--- config.mk ---
export PLATFORM = sky130hd
export DESIGN_NAME = mem_readback_streamer
export DESIGN_NICKNAME = d
export VERILOG_FILES = /design/src/rtl/mem_readback_streamer.sv
export SDC_FILE = /design/constraint.sdc
export NUM_CORES = 1
export LEC_CHECK = 0
export ABC_AREA = 1
export CORE_MARGIN = 10
export CORE_UTILIZATION = 50
export CTS_BUF_LIST = sky130_fd_sc_hd__clkbuf_4 sky130_fd_sc_hd__clkbuf_8 sky130_fd_sc_hd__clkbuf_16
export CTS_CLUSTER_DIAMETER = 60
export DETAILED_ROUTE_END_ITERATION = 12
export DONT_BUFFER_PORTS = 1
export GPL_TIMING_DRIVEN = 0
export PLACE_DENSITY = 0.75
export RECOVER_POWER = 100
export SLEW_MARGIN = 10
export SYNTH_ARGS = -nofsm -noshare
export SYNTH_HDL_FRONTEND = slang
export SYNTH_SLANG_ARGS = --single-unit
--- constraint.sdc ---
create_clock -name clk_i -period 11.84 [get_ports clk_i]
set_clock_uncertainty 0.15 [all_clocks]
set_input_delay 1.184 -clock clk_i [delete_from_list [all_inputs] [get_ports clk_i]]
set_output_delay 1.184 -clock clk_i [all_outputs]
set_load 0.01 [all_outputs]
--- src/rtl/mem_readback_streamer.sv ---
// rtl/mem_readback_streamer.sv - sweeps a BRAM read port over an address range and streams words with a running checksum
module mem_readback_streamer #(
    parameter int WID_MEM   = 17,
    parameter int DEPTH_MEM = 4096,
    parameter int ADDR_W    = 12,
    parameter int CSUM_W    = 32
) (
    input  logic              clk_i,
    input  logic              reset_i,
    input  logic              start_i,
    input  logic [ADDR_W-1:0] first_addr_i,
    input  logic [ADDR_W-1:0] last_addr_i,
    output logic [ADDR_W-1:0] raddr_o,
    input  logic [WID_MEM-1:0] rd_data_i,
    output logic              m_valid_o,
    input  logic              m_ready_i,
    output logic [WID_MEM-1:0] m_data_o,
    output logic [ADDR_W-1:0] m_addr_o,
    output logic              m_last_o,
    output logic              busy_o,
    output logic              done_o,
    output logic [CSUM_W-1:0] checksum_o
);

    typedef enum logic [1:0] {S_IDLE, S_RUN, S_DRAIN, S_FIN} state_t;

    localparam logic [ADDR_W-1:0] MAX_ADDR = ADDR_W'(DEPTH_MEM - 1);
    localparam logic [ADDR_W:0]   ONE      = {{ADDR_W{1'b0}}, 1'b1};

    state_t            state_q, state_d;
    logic [ADDR_W:0]   next_q, next_d;
    logic [ADDR_W-1:0] last_q, last_d;
    logic [ADDR_W-1:0] raddr_q, raddr_d;
    logic [ADDR_W-1:0] last_clamp;

    // Two-stage read pipeline: stage 1 = address on raddr, stage 2 = data on rd_data_i.
    logic              v1_q, l1_q;
    logic              v2_q, l2_q;
    logic [ADDR_W-1:0] a2_q;

    logic [WID_MEM-1:0] fifo_data_q [0:2];
    logic [ADDR_W-1:0]  fifo_addr_q [0:2];
    logic               fifo_last_q [0:2];
    logic [1:0]         wr_ptr_q, rd_ptr_q, count_q;
    logic [CSUM_W-1:0]  checksum_q;

    logic       issue, issue_last, csum_clr, pop;
    logic [2:0] occ;

    assign last_clamp = (last_addr_i > MAX_ADDR) ? MAX_ADDR : last_addr_i;
    assign m_valid_o  = (count_q != 2'd0);
    assign pop        = m_valid_o && m_ready_i;
    // Words that will occupy the FIFO once everything already in flight lands.
    assign occ        = {1'b0, count_q} + {2'b0, v1_q} + {2'b0, v2_q} - {2'b0, pop};

    always_comb begin
        state_d    = state_q;
        next_d     = next_q;
        last_d     = last_q;
        raddr_d    = raddr_q;
        issue      = 1'b0;
        issue_last = 1'b0;
        csum_clr   = 1'b0;
        case (state_q)
            S_IDLE: begin
                if (start_i) begin
                    csum_clr = 1'b1;
                    last_d   = last_clamp;
                    if (first_addr_i <= last_clamp) begin
                        issue      = 1'b1;
                        raddr_d    = first_addr_i;
                        next_d     = {1'b0, first_addr_i} + ONE;
                        issue_last = (first_addr_i == last_clamp);
                        state_d    = issue_last ? S_DRAIN : S_RUN;
                    end else begin
                        state_d = S_FIN;
                    end
                end
            end
            S_RUN: begin
                if (occ < 3'd3) begin
                    issue      = 1'b1;
                    raddr_d    = next_q[ADDR_W-1:0];
                    next_d     = next_q + ONE;
                    issue_last = (next_q == {1'b0, last_q});
                    if (issue_last) state_d = S_DRAIN;
                end
            end
            S_DRAIN: begin
                if (pop && m_last_o) state_d = S_FIN;
            end
            default: state_d = S_IDLE;
        endcase
    end

    always_ff @(posedge clk_i) begin
        if (reset_i) begin
            state_q    <= S_IDLE;
            next_q     <= '0;
            last_q     <= '0;
            raddr_q    <= '0;
            v1_q       <= 1'b0;
            l1_q       <= 1'b0;
            v2_q       <= 1'b0;
            l2_q       <= 1'b0;
            a2_q       <= '0;
            wr_ptr_q   <= '0;
            rd_ptr_q   <= '0;
            count_q    <= '0;
            checksum_q <= '0;
            for (int i = 0; i < 3; i++) begin
                fifo_data_q[i] <= '0;
                fifo_addr_q[i] <= '0;
                fifo_last_q[i] <= 1'b0;
            end
        end else begin
            state_q <= state_d;
            next_q  <= next_d;
            last_q  <= last_d;
            raddr_q <= raddr_d;
            v1_q    <= issue;
            l1_q    <= issue_last;
            v2_q    <= v1_q;
            l2_q    <= l1_q;
            a2_q    <= raddr_q;
            if (v2_q) begin
                fifo_data_q[wr_ptr_q] <= rd_data_i;
                fifo_addr_q[wr_ptr_q] <= a2_q;
                fifo_last_q[wr_ptr_q] <= l2_q;
                wr_ptr_q <= (wr_ptr_q == 2'd2) ? 2'd0 : wr_ptr_q + 2'd1;
            end
            if (pop) rd_ptr_q <= (rd_ptr_q == 2'd2) ? 2'd0 : rd_ptr_q + 2'd1;
            count_q <= count_q + {1'b0, v2_q} - {1'b0, pop};
            if (csum_clr)
                checksum_q <= '0;
            else if (pop)
                checksum_q <= checksum_q + CSUM_W'(m_data_o);
        end
    end

    assign raddr_o    = raddr_q;
    assign m_data_o   = fifo_data_q[rd_ptr_q];
    assign m_addr_o   = fifo_addr_q[rd_ptr_q];
    assign m_last_o   = fifo_last_q[rd_ptr_q];
    assign busy_o     = (state_q == S_RUN) || (state_q == S_DRAIN);
    assign done_o     = (state_q == S_FIN);
    assign checksum_o = checksum_q;

endmodule

==> results of run 1 <==
## state kept, by name (all words and copies together), names as in the netlist, 4 cells and up, named ones only
register,flops
a2_q,12
fifo_addr_q,48
checksum_o,32
next_q,13
last_q,12
fifo_last_q,4
raddr_o,12
fifo_data_q,68
## cell usage after synthesis, types with 2 or more instances
master,n
a211oi_1,2
a21o_1,3
a21oi_1,56
and2_1,5
buf_1,2
buf_2,7
buf_4,4
clkbuf_1,35
dfxtp_1,95
edfxtp_1,120
fa_1,3
ha_1,38
inv_1,189
inv_2,2
nand2_1,264
nand2_2,6
nand3_1,66
nand3b_1,4
nand4_1,16
nor2_1,282
nor2_2,3
nor2_4,3
nor3_1,5
o21ai_0,92
o21ai_2,5
o21ai_4,3
o21bai_1,3
o22ai_1,30
o31ai_1,2
or2_2,2
xnor2_1,5
xor2_1,9
## metal layers
metal / vias up / track usage
li1: 4480 / -
met1: 4146 / 0.233
met2: 275 / 0.348
met3: 44 / 0.0515
met4: 0 / 0.0647
met5: - / 0
## worst register-to-register path, cell delays in order (launching register included)
cell and delay [ns]:
dfxtp_1 0.38, inv_1 0.09, nand2_1 0.17, nand2_1 0.14, inv_1 0.21, clkbuf_1 0.48
clkbuf_1 0.55, ha_1 0.37, fa_1 0.36, inv_1 0.07, fa_1 0.40, nand2_1 0.08
nand3_1 0.10, nand2_1 0.07, o21ai_0 0.10, a21oi_1 0.30, nand2_1 0.22, clkbuf_1 0.27
nor2_1 0.18, a21oi_1 0.05
## worst max path at each step
stage / cells after the start / slack [ns] / start / to
6_report: 19 / 6.99 / count_q[1] / raddr_o[5]
3_3_place_gp: 2 / 4.70 / reset_i / fifo_data_q[3][9]
5_1_grt: 19 / 6.55 / count_q[1] / next_q[6]
3_5_place_dp: 16 / 7.20 / m_ready_i / raddr_o[10]
4_1_cts: 18 / 7.67 / count_q[1] / raddr_o[8]
2_1_floorplan: 2 / 6.85 / reset_i / fifo_addr_q[3][0]
## layout make-up
cell class,instances,area (sq um),area share
plain buffers,50,223,0.0183
clock inverters,14,209,0.0172
clock buffers,30,664,0.0546
well taps,280,350,0.0288
flip-flops and latches,215,5510,0.452
repair buffers,4,15.0,0.00123
multi-input cells,913,4480,0.368
inverters,193,729,0.0599
## cells by family (layout without fill, tap and decap cells)
logic type | count (synthesis) | count (layout)
compound gates | 199 | 199
xor+xnor | 14 | 14
fa+ha+maj | 41 | 41
buf+inv | 243 | 291
flops | 215 | 215
simple gates | 659 | 659
## stage by stage
step           setup WS (ns)  power, mW  instances  hold WS [ns]
6_report                6.99       2.68       1699         0.268
5_1_grt                 6.55       2.86       1699         0.287
4_1_cts                 7.67       2.70       1699         0.268
3_5_place_dp            7.20       1.90       1655         0.244
3_3_place_gp            4.70       1.88       1651         0.254
2_1_floorplan           6.85       1.64       1371         0.238
## report_power, final
group | internal (mW) | total [mW] | switching (mW)
registers | 0.886 | 0.969 | 0.0823
clock network | 0.490 | 0.801 | 0.310
logic | 0.270 | 0.915 | 0.645
total | 1.65 | 2.68 | 1.04
==> summary.txt, run 1 <==
Yosys
  • Seq/Total Area, Yosys: 0.503
  • Area contributors post-synth: edfxtp_1 33%, dfxtp_1 17%, nor2_1 9.7%
  • Cells after Synth: 1371
  • Synth cell types: 42
  • Post-synth EDFFs: 120
  • Prevailing post-synth register cell: edfxtp_1
  • Post-Syn Area: 11000 sq um
  • Net Count, Synth: 1457
  • Cell taking the most area after synthesis: edfxtp_1
  • FF+latch count, synth: 215
  • Mean area per synthesized cell: 7.99 sq um
  • Yosys Warn Count: 0
  • Simple-gate share of the synthesized area: 0.247
  • Largest family of logic cells by synthesized area: simple AND/OR/NAND/NOR gates
  • Adder-cell share of the synthesized area: 0.0489
  • Multiplexer share of the synthesized area: 0
  • Fraction of registers with async set/reset: 0
  • Post-synthesis compound-gate area fraction: 0.102
  • Post-synth top area share: 0.329
  • Synth Area in XOR/XNOR: 0.0112

Timing
  • RSZ-0062 raised after global routing: no
  • Max frequency: 0.206 GHz
  • Min Tclk post-route: 4.85 ns
  • Total negative setup slack: 0 ns
  • Worst-Margin Slew: 1.53 ns
  • Rel. slew slack: -0.0317
  • Endpoints failing setup: 0
  • Slew Limit Fails: 40
  • Fin. Hold Viols: 0
  • Final Cycle Share: 0.410

Detailed routing
  • Metal-1 WL: 11400 microns
  • DRC Markers: 0
  • Total number of vias: 8945
  • Vias/cell: 5.26
  • WL met3: 2590 microns
  • DRT Pass-1 Iters: 5
  • Max layer used: met4
  • Initial drt markers: 754
  • Antenna Nets Post-Route: 0
  • Final WL: 29200 microns
  • Routed wire per std cell: 17.2 microns
  • Routed met2 length: 14500 microns

Pwr
  • Leakage: 5.36 nW
  • Pwr dens: 221 nW/um^2
  • Maximum VDD drop: 0.119 mV

Critical path
  • Max stage delay on crit path: 0.55 ns
  • Largest driver fanout on the critical path: 11
  • Worst EP required: 12.09 ns
  • RR Endpoint: raddr_o[5]
  • R2r setup slk: 6.99 ns
  • Buffers & Inverters on Critical Path: 6
  • Reg-to-Reg Start: count_q[1]
  • Worst setup SP type: flip-flop
  • CP most frequent cell: nand2_1
  • CP top delay family: buffers and inverters
  • Crit Path Category: reg2reg
  • CP Cell Sequence: inv_1, nand2_1, nand2_1, inv_1, clkbuf_1, clkbuf_1, ha_1, fa_1, inv_1, fa_1, nand2_1, nand3_1, nand2_1, o21ai_0, a21oi_1, nand2_1, clkbuf_1, nor2_1, a21oi_1
  • Worst path slowest cell: clkbuf_1
  • Cells on worst reg2reg path: 19
  • Kind of end point of the critical path: flip-flop
  • Critical path arrival: 5.11 ns

Hold path
  • Worst min path class: reg2reg
  • Worst hold endpoint: l2_q
  • Hold path cells: 2
  • Hold Startpoint: l1_q

Die
  • Die Width: 168 microns
  • Core footprint: 21700 sq um
  • Core Rows: 54
  • Initial Util: 0.505
  • Die Area: 28200 sq um
  • Io pins: 122
  • DIE HEIGHT: 168 microns

Cells and area
  • Fin area: 12200 sq um
  • Number of antenna diodes: 0
  • Share of layout cells above drive strength 1: 0.0521
  • Finished Core Util: 0.561
  • Most common cell after layout, fill and taps aside: nor2_1
  • Final nets: 1487
  • Area growth from synthesis to layout: 11.1%
  • Fillers: 1954
  • Commonest non-fill, non-tap cells in the layout: 282 x nor2_1, 265 x nand2_1, 190 x inv_1

Clocking
  • Clock latency on the worst-skew pair: 0.53 ns
  • TritonCTS Sinks: 215
  • Hold buffers post-CTS: 0
  • Worst-path clk slew: 0.06 ns
  • Total CTS buffers: 24
  • CTS Buffer Depth: 3
  • Htree depth: 1
  • CTS root buf: clkbuf_16
  • PostCTS Resize Cnt: 0
  • # Post-CTS Setup Buffers: 0
  • CTS tree: yes

GRT
  • Overflow after GRT: 0
  • GR Util All Layers: 0.199
  • Vias in the first global route: 8674
  • First-pass GRT wire length: 46200 microns
  • Largest net degree at the start of global routing: 31
  • Initial antenna violation count: 0

Run status
  • Outcome: complete, but fails checks
  • Failing checks: max-capacitance violations, max-slew violations

Placement
  • GP Congestion: 0.897
  • DP Wirelength: 21300 microns
  • Dpl cell area: 11300 sq um
  • Port Buffers: 0

Flow run
  • Max_cap viols: 2
Note: power is estimated with default switching activity, not from simulation.
==> run 2, diff against run 1 <==
--- a/config.mk
+++ b/config.mk
@@ -5,7 +5,7 @@
 export SDC_FILE = /design/constraint.sdc
 export NUM_CORES = 1
 export LEC_CHECK = 0
-export ABC_AREA = 1
+export ABC_AREA = 0
 export CORE_MARGIN = 10
 export CORE_UTILIZATION = 50
 export CTS_BUF_LIST = sky130_fd_sc_hd__clkbuf_4 sky130_fd_sc_hd__clkbuf_8 sky130_fd_sc_hd__clkbuf_16
==> constraint.sdc (replaced) <==
create_clock -name clk_i -period 4.6 [get_ports clk_i]
set_clock_uncertainty 0.15 [all_clocks]
set_input_delay 0.46 -clock clk_i [delete_from_list [all_inputs] [get_ports clk_i]]
set_output_delay 0.46 -clock clk_i [all_outputs]
set_load 0.01 [all_outputs]
==> run 2 against run 1 <==
Against the previous run: flip-flop and latch count is the same; clock-buffer cell count grew 2; clock power grew 150%; first-iteration DRC count shrank 33%; the flow still finishes with violations (max-capacitance violations, max-slew violations); highest routed layer unchanged; largest power group unchanged; register-to-register slack lost 6.6 ns; routed wire length shrank 11%; critical endpoint is now checksum_o[26]; combinational power grew 57%.
==> summary.txt, run 2 <==
Yosys
  • Mean area per synthesized cell: 11.2 sq um (was 7.99 sq um)
  • Yosys Warn Count: 0 (unchanged)
  • Synth top cells by count: 120 x edfxtp_1, 97 x nand2_1, 95 x dfxtp_1 (was 282 x nor2_1, 264 x nand2_1, 189 x inv_1)
  • Post-synth top area share: 0.347 (was 0.329)
  • Seq/Total Area, Yosys: 0.530 (was 0.503)
  • Prevailing post-synth register cell: edfxtp_1 (unchanged)
  • Most common cell in the netlist: edfxtp_1 (was nor2_1)
  • Post-Syn Area: 10400 sq um (was 11000 sq um)
  • Fraction of registers with async set/reset: 0 (unchanged)
  • Synth cell types: 65 (was 42)
  • FF+latch count, synth: 215 (unchanged)
  • Cells after Synth: 929 (was 1371)
  • Area contributors post-synth: edfxtp_1 35%, dfxtp_1 18%, mux4_2 6.5% (was edfxtp_1 33%, dfxtp_1 17%, nor2_1 9.7%)
  • Net Count, Synth: 1015 (was 1457)
  • Post-synth EDFFs: 120 (unchanged)
  • Cell taking the most area after synthesis: edfxtp_1 (unchanged)

Pwr
  • Int Pwr: 4.02 mW (was 1.65 mW)
  • Sequential power share: 0.418 (was 0.361)
  • Pwr dens: 498 nW/um^2 (was 221 nW/um^2)
  • Psw: 1.88 mW (was 1.04 mW)
  • Clock group share of total power: 0.338 (was 0.298)
  • Comb pwr share: 0.244 (was 0.341)
  • Switching share of power: 0.318 (was 0.387)
  • Maximum VDD drop: 0.494 mV (was 0.119 mV)
  • Power Total: 5.90 mW (was 2.68 mW)
  • Leakage: 4.42 nW (was 5.36 nW)

Clocking
  • Htree depth: 1 (unchanged)
  • Clock latency on the worst-skew pair: 0.51 ns (was 0.53 ns)
  • CTS tree: yes (unchanged)
  • CTS root buf: clkbuf_16 (unchanged)
  • # Post-CTS Setup Buffers: 0 (unchanged)
  • CTS Buffer Depth: 3 (unchanged)
  • TritonCTS Sinks: 215 (unchanged)
  • Total CTS buffers: 24 (unchanged)
  • Worst-path clk slew: 0.06 ns (about the same)

GRT
  • Overflow after GRT: 0 (unchanged)
  • GR Util All Layers: 0.191 (was 0.199)
  • Initial antenna violation count: 0 (unchanged)
  • First-pass GRT wire length: 41000 microns (was 46200 microns)
  • Largest net degree at the start of global routing: 31 (unchanged)
  • Vias in the first global route: 7384 (was 8674)

Cells and area
  • Number of antenna diodes: 0 (unchanged)
  • Most common cell after layout, fill and taps aside: edfxtp_1 (was nor2_1)
  • Final nets: 1070 (was 1487)
  • Area growth from synthesis to layout: 14.2% (was 11.1%)
  • Share of layout cells above drive strength 1: 0.0988 (was 0.0521)
  • Fillers: 1722 (was 1954)
  • Commonest non-fill, non-tap cells in the layout: 120 x edfxtp_1, 96 x nand2_1, 95 x dfxtp_1 (was 282 x nor2_1, 265 x nand2_1, 190 x inv_1)
  • Finished Core Util: 0.584 (was 0.561)
  • Most flop-heavy register: fifo_data_q (unchanged)
  • Max FFs per register: 68 (unchanged)

Timing
  • RSZ-0062 raised after global routing: no (unchanged)
  • Fin. Hold Viols: 0 (unchanged)
  • Min Tclk post-route: 4.22 ns (was 4.85 ns)
  • Worst-Margin Slew: 2.56 ns (was 1.53 ns)
  • Final Cycle Share: 0.916 (was 0.410)
  • Total negative setup slack: 0 ns (unchanged)
  • Max frequency: 0.237 GHz (was 0.206 GHz)
  • Rel. slew slack: -0.706 (was -0.0317)
  • Hold slack final: 0.0243 ns (was 0.268 ns)
  • Final WS setup: 0.384 ns (was 6.99 ns)
  • Endpoints failing setup: 0 (unchanged)
  • Slew Limit Fails: 124 (was 40)

Die
  • DIE HEIGHT: 164 microns (was 168 microns)
  • Io pins: 122 (unchanged)
  • Core Rows: 52 (was 54)
  • Die Width: 164 microns (was 168 microns)
  • Initial Util: 0.511 (was 0.505)
  • Core footprint: 20300 sq um (was 21700 sq um)
  • Die Area: 26900 sq um (was 28200 sq um)

Critical path
  • Crit Path Category: reg2reg (unchanged)
  • Worst setup SP type: flip-flop (unchanged)
  • Worst EP required: 4.89 ns (was 12.09 ns)
  • Critical path arrival: 4.50 ns (was 5.11 ns)
  • Kind of end point of the critical path: flip-flop (unchanged)
  • Largest driver fanout on the critical path: 10 (was 11)
  • R2r setup slk: 0.38 ns (was 6.99 ns)

Run status
  • Failing checks: max-capacitance violations, max-slew violations (unchanged)
  • Outcome: complete, but fails checks (unchanged)

Detailed routing
  • Final WL: 26000 microns (was 29200 microns)
  • DRC Markers: 0 (unchanged)
  • Routed wire per std cell: 20.5 microns (was 17.2 microns)
  • Antenna Nets Post-Route: 0 (unchanged)
  • DRT Pass-1 Iters: 5 (unchanged)
  • Initial drt markers: 506 (was 754)
  • Vias/cell: 5.71 (was 5.26)
  • Total number of vias: 7269 (was 8945)

Placement
  • Pre-CTS setup slack: -0.204 ns (was 7.20 ns)
  • GP Congestion: 0.918 (was 0.897)
  • DP Wirelength: 18400 microns (was 21300 microns)
  • Port Buffers: 0 (unchanged)

Flow run
  • Max_cap viols: 4 (was 2)

Hold path
  • Worst min path class: in2reg (was reg2reg)
[run 2: metrics by stage]
stage               instance area, sq um  instances
detailed placement                 10700       1199
floorplan                          10400        929
global route                       11800       1272
global placement                   10700       1199
CTS                                11800       1271
finish                             11800       1272
[run 2: cells by family after synthesis]
logic type	share of synthesized area
AND/OR/NAND/NOR	0.175
multiplexers	0.0751
adder cells (fa/ha/maj)	0.0516
flip-flops	0.530
XOR/XNOR	0.0287
AO/OA/AOI/OAI	0.109
buffers and inverters	0.0299
[run 2: power groups by stage]
| stage | Sequential (mW) | Clock, mW | Combinational [mW] |
|---|---|---|---|
| floorplan | 2.42 | 0 | 1.09 |
| detailed placement | 2.50 | 0 | 1.42 |
| global placement | 2.49 | 0 | 1.39 |
| global route | 2.50 | 2.10 | 1.61 |
| finish | 2.46 | 2.00 | 1.44 |
| CTS | 2.46 | 2.03 | 1.45 |
[run 2: layout make-up]
cell class / instances / area [sq um] / area share
Multi-Input combinational cell: 640 / 4570 / 0.385
Clock buffer: 32 / 684 / 0.0578
Tap cell: 270 / 338 / 0.0285
Clock inverter: 12 / 148 / 0.0125
Buffer: 42 / 185 / 0.0156
Inverter: 31 / 121 / 0.0102
Timing Repair Buffer: 30 / 300 / 0.0253
Sequential cell: 215 / 5510 / 0.465
[run 2: layer usage]
| layer | GRT usage | share of wire | wire (microns) |
|---|---|---|---|
| met5 | 0 | 0 | 0 |
| met4 | 0.0483 | 0.023 | 594 |
| met3 | 0.0593 | 0.092 | 2390 |
| met2 | 0.324 | 0.49 | 12800 |
| met1 | 0.232 | 0.39 | 10300 |
[run 2: worst max-delay path, stage by stage (launching register included)]
cell      delay, ns
dfxtp_1        0.40
buf_2          0.36
buf_2          0.42
mux4_2         0.64
ha_1           0.31
clkbuf_1       0.25
nand2_1        0.12
nor3_1         0.21
o31ai_1        0.17
a21o_1         0.22
a211o_1        0.28
buf_2          0.18
or3_1          0.31
a21oi_1        0.14
[run 2: worst paths after layout]
| kind | start | cells past startpoint | to |
|---|---|---|---|
| hold / removal | first_addr_i[2] | 2 | raddr_o[2] |
| hold reg to reg | l1_q | 1 | l2_q |
| setup reg to reg | flip-flop | 13 | checksum_o[26] |
| setup / recovery | flip-flop | 13 | checksum_o[26] |
[run 2: timing repair]
| action | in CTS | in global routing |
|---|---|---|
| resized for setup | 1 | 7 |
| setup endpoints to repair | 25 | 34 |
| hold buffers | 29 | 1 |
| endpoints found under the hold margin | 76 | 1 |
==> run 3, diff against run 2 <==
--- a/config.mk
+++ b/config.mk
@@ -6,14 +6,14 @@
 export NUM_CORES = 1
 export LEC_CHECK = 0
 export ABC_AREA = 0
-export CORE_MARGIN = 10
+export BUFFER_PORTS_ARGS = -buffer_cell sky130_fd_sc_hd__buf_2
+export CORE_MARGIN = 1.5
 export CORE_UTILIZATION = 50
 export CTS_BUF_LIST = sky130_fd_sc_hd__clkbuf_4 sky130_fd_sc_hd__clkbuf_8 sky130_fd_sc_hd__clkbuf_16
 export CTS_CLUSTER_DIAMETER = 60
 export DETAILED_ROUTE_END_ITERATION = 12
-export DONT_BUFFER_PORTS = 1
 export GPL_TIMING_DRIVEN = 0
-export PLACE_DENSITY = 0.75
+export PLACE_DENSITY = 0.8
 export RECOVER_POWER = 100
 export SLEW_MARGIN = 10
 export SYNTH_ARGS = -nofsm -noshare
==> constraint.sdc (replaced) <==
create_clock -name clk_i -period 4.6 [get_ports clk_i]
set_clock_uncertainty 0.15 [all_clocks]
set_input_delay 0.23 -clock clk_i [delete_from_list [all_inputs] [get_ports clk_i]]
set_output_delay 0.23 -clock clk_i [all_outputs]
set_load 0.01 [all_outputs]
==> run 3 against run 2 <==
Against the previous run: the flow still finishes with violations (max-capacitance violations, max-slew violations); clock power down 6%; core utilization up 2.3 points; setup slack worse by 0.15 ns.
==> summary.txt, run 3 (synthesis gave the netlist of run 2 again) <==
GRT
  • GR Util All Layers: 0.232 (was 0.191)
  • Vias in the first global route: 7837 (was 7384)
  • Largest net degree at the start of global routing: 31 (unchanged)
  • Initial antenna violation count: 0 (unchanged)
  • First-pass GRT wire length: 40000 microns (was 41000 microns)
  • Overflow after GRT: 0 (unchanged)

Timing
  • Worst-Margin Slew: 2.55 ns (was 2.56 ns)
  • Total negative setup slack: 0 ns (unchanged)
  • Slew Limit Fails: 124 (unchanged)
  • RSZ-0062 raised after global routing: no (unchanged)
  • Max frequency: 0.229 GHz (was 0.237 GHz)
  • Final Cycle Share: 0.950 (was 0.916)
  • Rel. slew slack: -0.699 (was -0.706)
  • Hold slack final: 0.0323 ns (was 0.0243 ns)
  • Endpoints failing setup: 0 (unchanged)
  • Min Tclk post-route: 4.37 ns (was 4.22 ns)
  • Fin. Hold Viols: 0 (unchanged)

Critical path
  • Largest driver fanout on the critical path: 10 (unchanged)
  • Worst path slowest cell: clkbuf_1 (was mux4_2)
  • Worst setup SP type: flip-flop (unchanged)
  • R2r setup slk: 0.23 ns (was 0.38 ns)
  • Crit Path Category: reg2reg (unchanged)
  • CP Cell Sequence: clkbuf_1, clkbuf_1, mux4_2, ha_1, clkbuf_1, nand2_1, nor3_1, o31ai_1, a21o_1, a211o_1, clkbuf_2, or3_1, a21oi_1 (was buf_2, buf_2, mux4_2, ha_1, clkbuf_1, nand2_1, nor3_1, o31ai_1, a21o_1, a211o_1, buf_2, or3_1, a21oi_1)
  • Worst EP required: 4.89 ns (about the same)
  • Max stage delay on crit path: 0.58 ns (was 0.64 ns)
  • RR Endpoint: checksum_o[26] (unchanged)
  • CP most frequent cell: clkbuf_1 (was buf_2)
  • Critical path arrival: 4.66 ns (was 4.50 ns)
  • Cells on worst reg2reg path: 13 (unchanged)
  • CP Capture Point: checksum_o[26] (unchanged)
  • Kind of end point of the critical path: flip-flop (unchanged)

Die
  • Core Rows: 52 (unchanged)
  • Initial Util: 0.511 (unchanged)
  • DIE HEIGHT: 147 microns (was 164 microns)
  • Die Area: 21600 sq um (was 26900 sq um)
  • Die Width: 147 microns (was 164 microns)
  • Io pins: 122 (unchanged)
  • Core footprint: 20300 sq um (unchanged)

Hold path
  • Worst min path class: in2reg (unchanged)

Clocking
  • # Post-CTS Setup Buffers: 0 (unchanged)
  • CTS tree: yes (unchanged)
  • TritonCTS Sinks: 215 (unchanged)
  • Total CTS buffers: 24 (unchanged)
  • CTS Buffer Depth: 3 (unchanged)
  • Worst-path clk slew: 0.06 ns (about the same)
  • Htree depth: 1 (unchanged)
  • Clock latency on the worst-skew pair: 0.51 ns (about the same)
  • CTS root buf: clkbuf_16 (unchanged)

Cells and area
  • Max FFs per register: 68 (unchanged)
  • Most common cell after layout, fill and taps aside: clkbuf_1 (was edfxtp_1)
  • Final nets: 1193 (was 1070)
  • Commonest non-fill, non-tap cells in the layout: 121 x clkbuf_1, 120 x edfxtp_1, 97 x nand2_1 (was 120 x edfxtp_1, 96 x nand2_1, 95 x dfxtp_1)
  • Share of layout cells above drive strength 1: 0.105 (was 0.0988)
  • Final cell count without fillers: 1395 (was 1272)
  • Number of antenna diodes: 0 (unchanged)
  • Most flop-heavy register: fifo_data_q (unchanged)
  • Area growth from synthesis to layout: 18.6% (was 14.2%)
  • Fillers: 1717 (was 1722)

Placement
  • Port Buffers: 120 (was 0)
  • DP Wirelength: 17700 microns (was 18400 microns)
  • GP Congestion: 0.915 (was 0.918)
  • Placed insts: 1319 (was 1199)

Detailed routing
  • DRC Markers: 0 (unchanged)
  • Total number of vias: 7906 (was 7269)
  • Antenna Nets Post-Route: 0 (unchanged)
  • Initial drt markers: 500 (was 506)
  • Vias/cell: 5.67 (was 5.71)
  • DRT Pass-1 Iters: 6 (was 5)
  • Final WL: 25400 microns (was 26000 microns)
  • Routed wire per std cell: 18.2 microns (was 20.5 microns)

Run status
  • Failing checks: max-capacitance violations, max-slew violations (unchanged)
  • Outcome: complete, but fails checks (unchanged)

Flow run
  • Max_cap viols: 4 (unchanged)

Pwr
  • Leakage: 4.63 nW (was 4.42 nW)
  • Pwr dens: 479 nW/um^2 (was 498 nW/um^2)
  • Maximum VDD drop: 0.389 mV (was 0.494 mV)
[run 3: layout make-up]
cell class | count | area (sq um) | share of cell area
tap | 270 | 338 | 0.0274
inverter | 31 | 119 | 0.00965
clock inverter | 14 | 116 | 0.00945
timing repair buffer | 153 | 816 | 0.0662
sequential | 215 | 5510 | 0.447
clock buffer | 30 | 669 | 0.0544
multi-input combinational | 640 | 4560 | 0.371
buffer | 42 | 188 | 0.0152
[run 3: through the flow]
step | area, sq um | setup WS [ns] | util | total power, mW
6_report | 12300 | 0.232 | 0.607 | 5.90
5_1_grt | 12300 | 0.0241 | 0.607 | 6.15
4_1_cts | 12400 | 0.219 | 0.612 | 5.94
3_5_place_dp | 11300 | -0.0907 | 0.558 | 4.03
3_3_place_gp | 11300 | 0.0163 | 0.558 | 3.99
2_1_floorplan | 10400 | 0.823 | - | 3.51
[run 3: critical path, delay by kind of cell, from the launching register on]
kind | cells | cell delay (ns)
compound gates | 4 | 0.79
fa+ha+maj | 1 | 0.30
buf+inv | 4 | 1.57
flops | 1 | 0.37
mux | 1 | 0.46
simple gates | 3 | 0.65
[run 3: what timing repair did]
action,in CTS,in global routing
gates resized for setup,1,3
endpoints found under the setup margin,6,8
hold buffers,33,0
cloned,0,0
endpoints found under the hold margin,82,0
[run 3: per-layer routing]
layer / global-route usage / wire length [microns]
met2: 0.400 / 12400
met3: 0.0335 / 1750
met1: 0.302 / 10500
met4: 0.0765 / 757
met5: 0 / 0
[run 3: worst min path at each step]
stage,from,end,slack [ns],depth (start not counted)
after floorplan,rd_data_i[0],fifo_data_q[3][0],0.18,0
after global placement,l1_q,l2_q,0.27,1
after detailed placement,l1_q,l2_q,0.28,1
after CTS,first_addr_i[4],next_q[4],0.008,4
after global routing,first_addr_i[4],next_q[4],0.05,4
final,first_addr_i[4],next_q[4],0.03,4
[run 3: power by group]
part,switching [mW],internal [mW]
Sequential,0.185,2.24
Combinational,0.952,0.621
Clock,0.753,1.14
Total,1.89,4.00
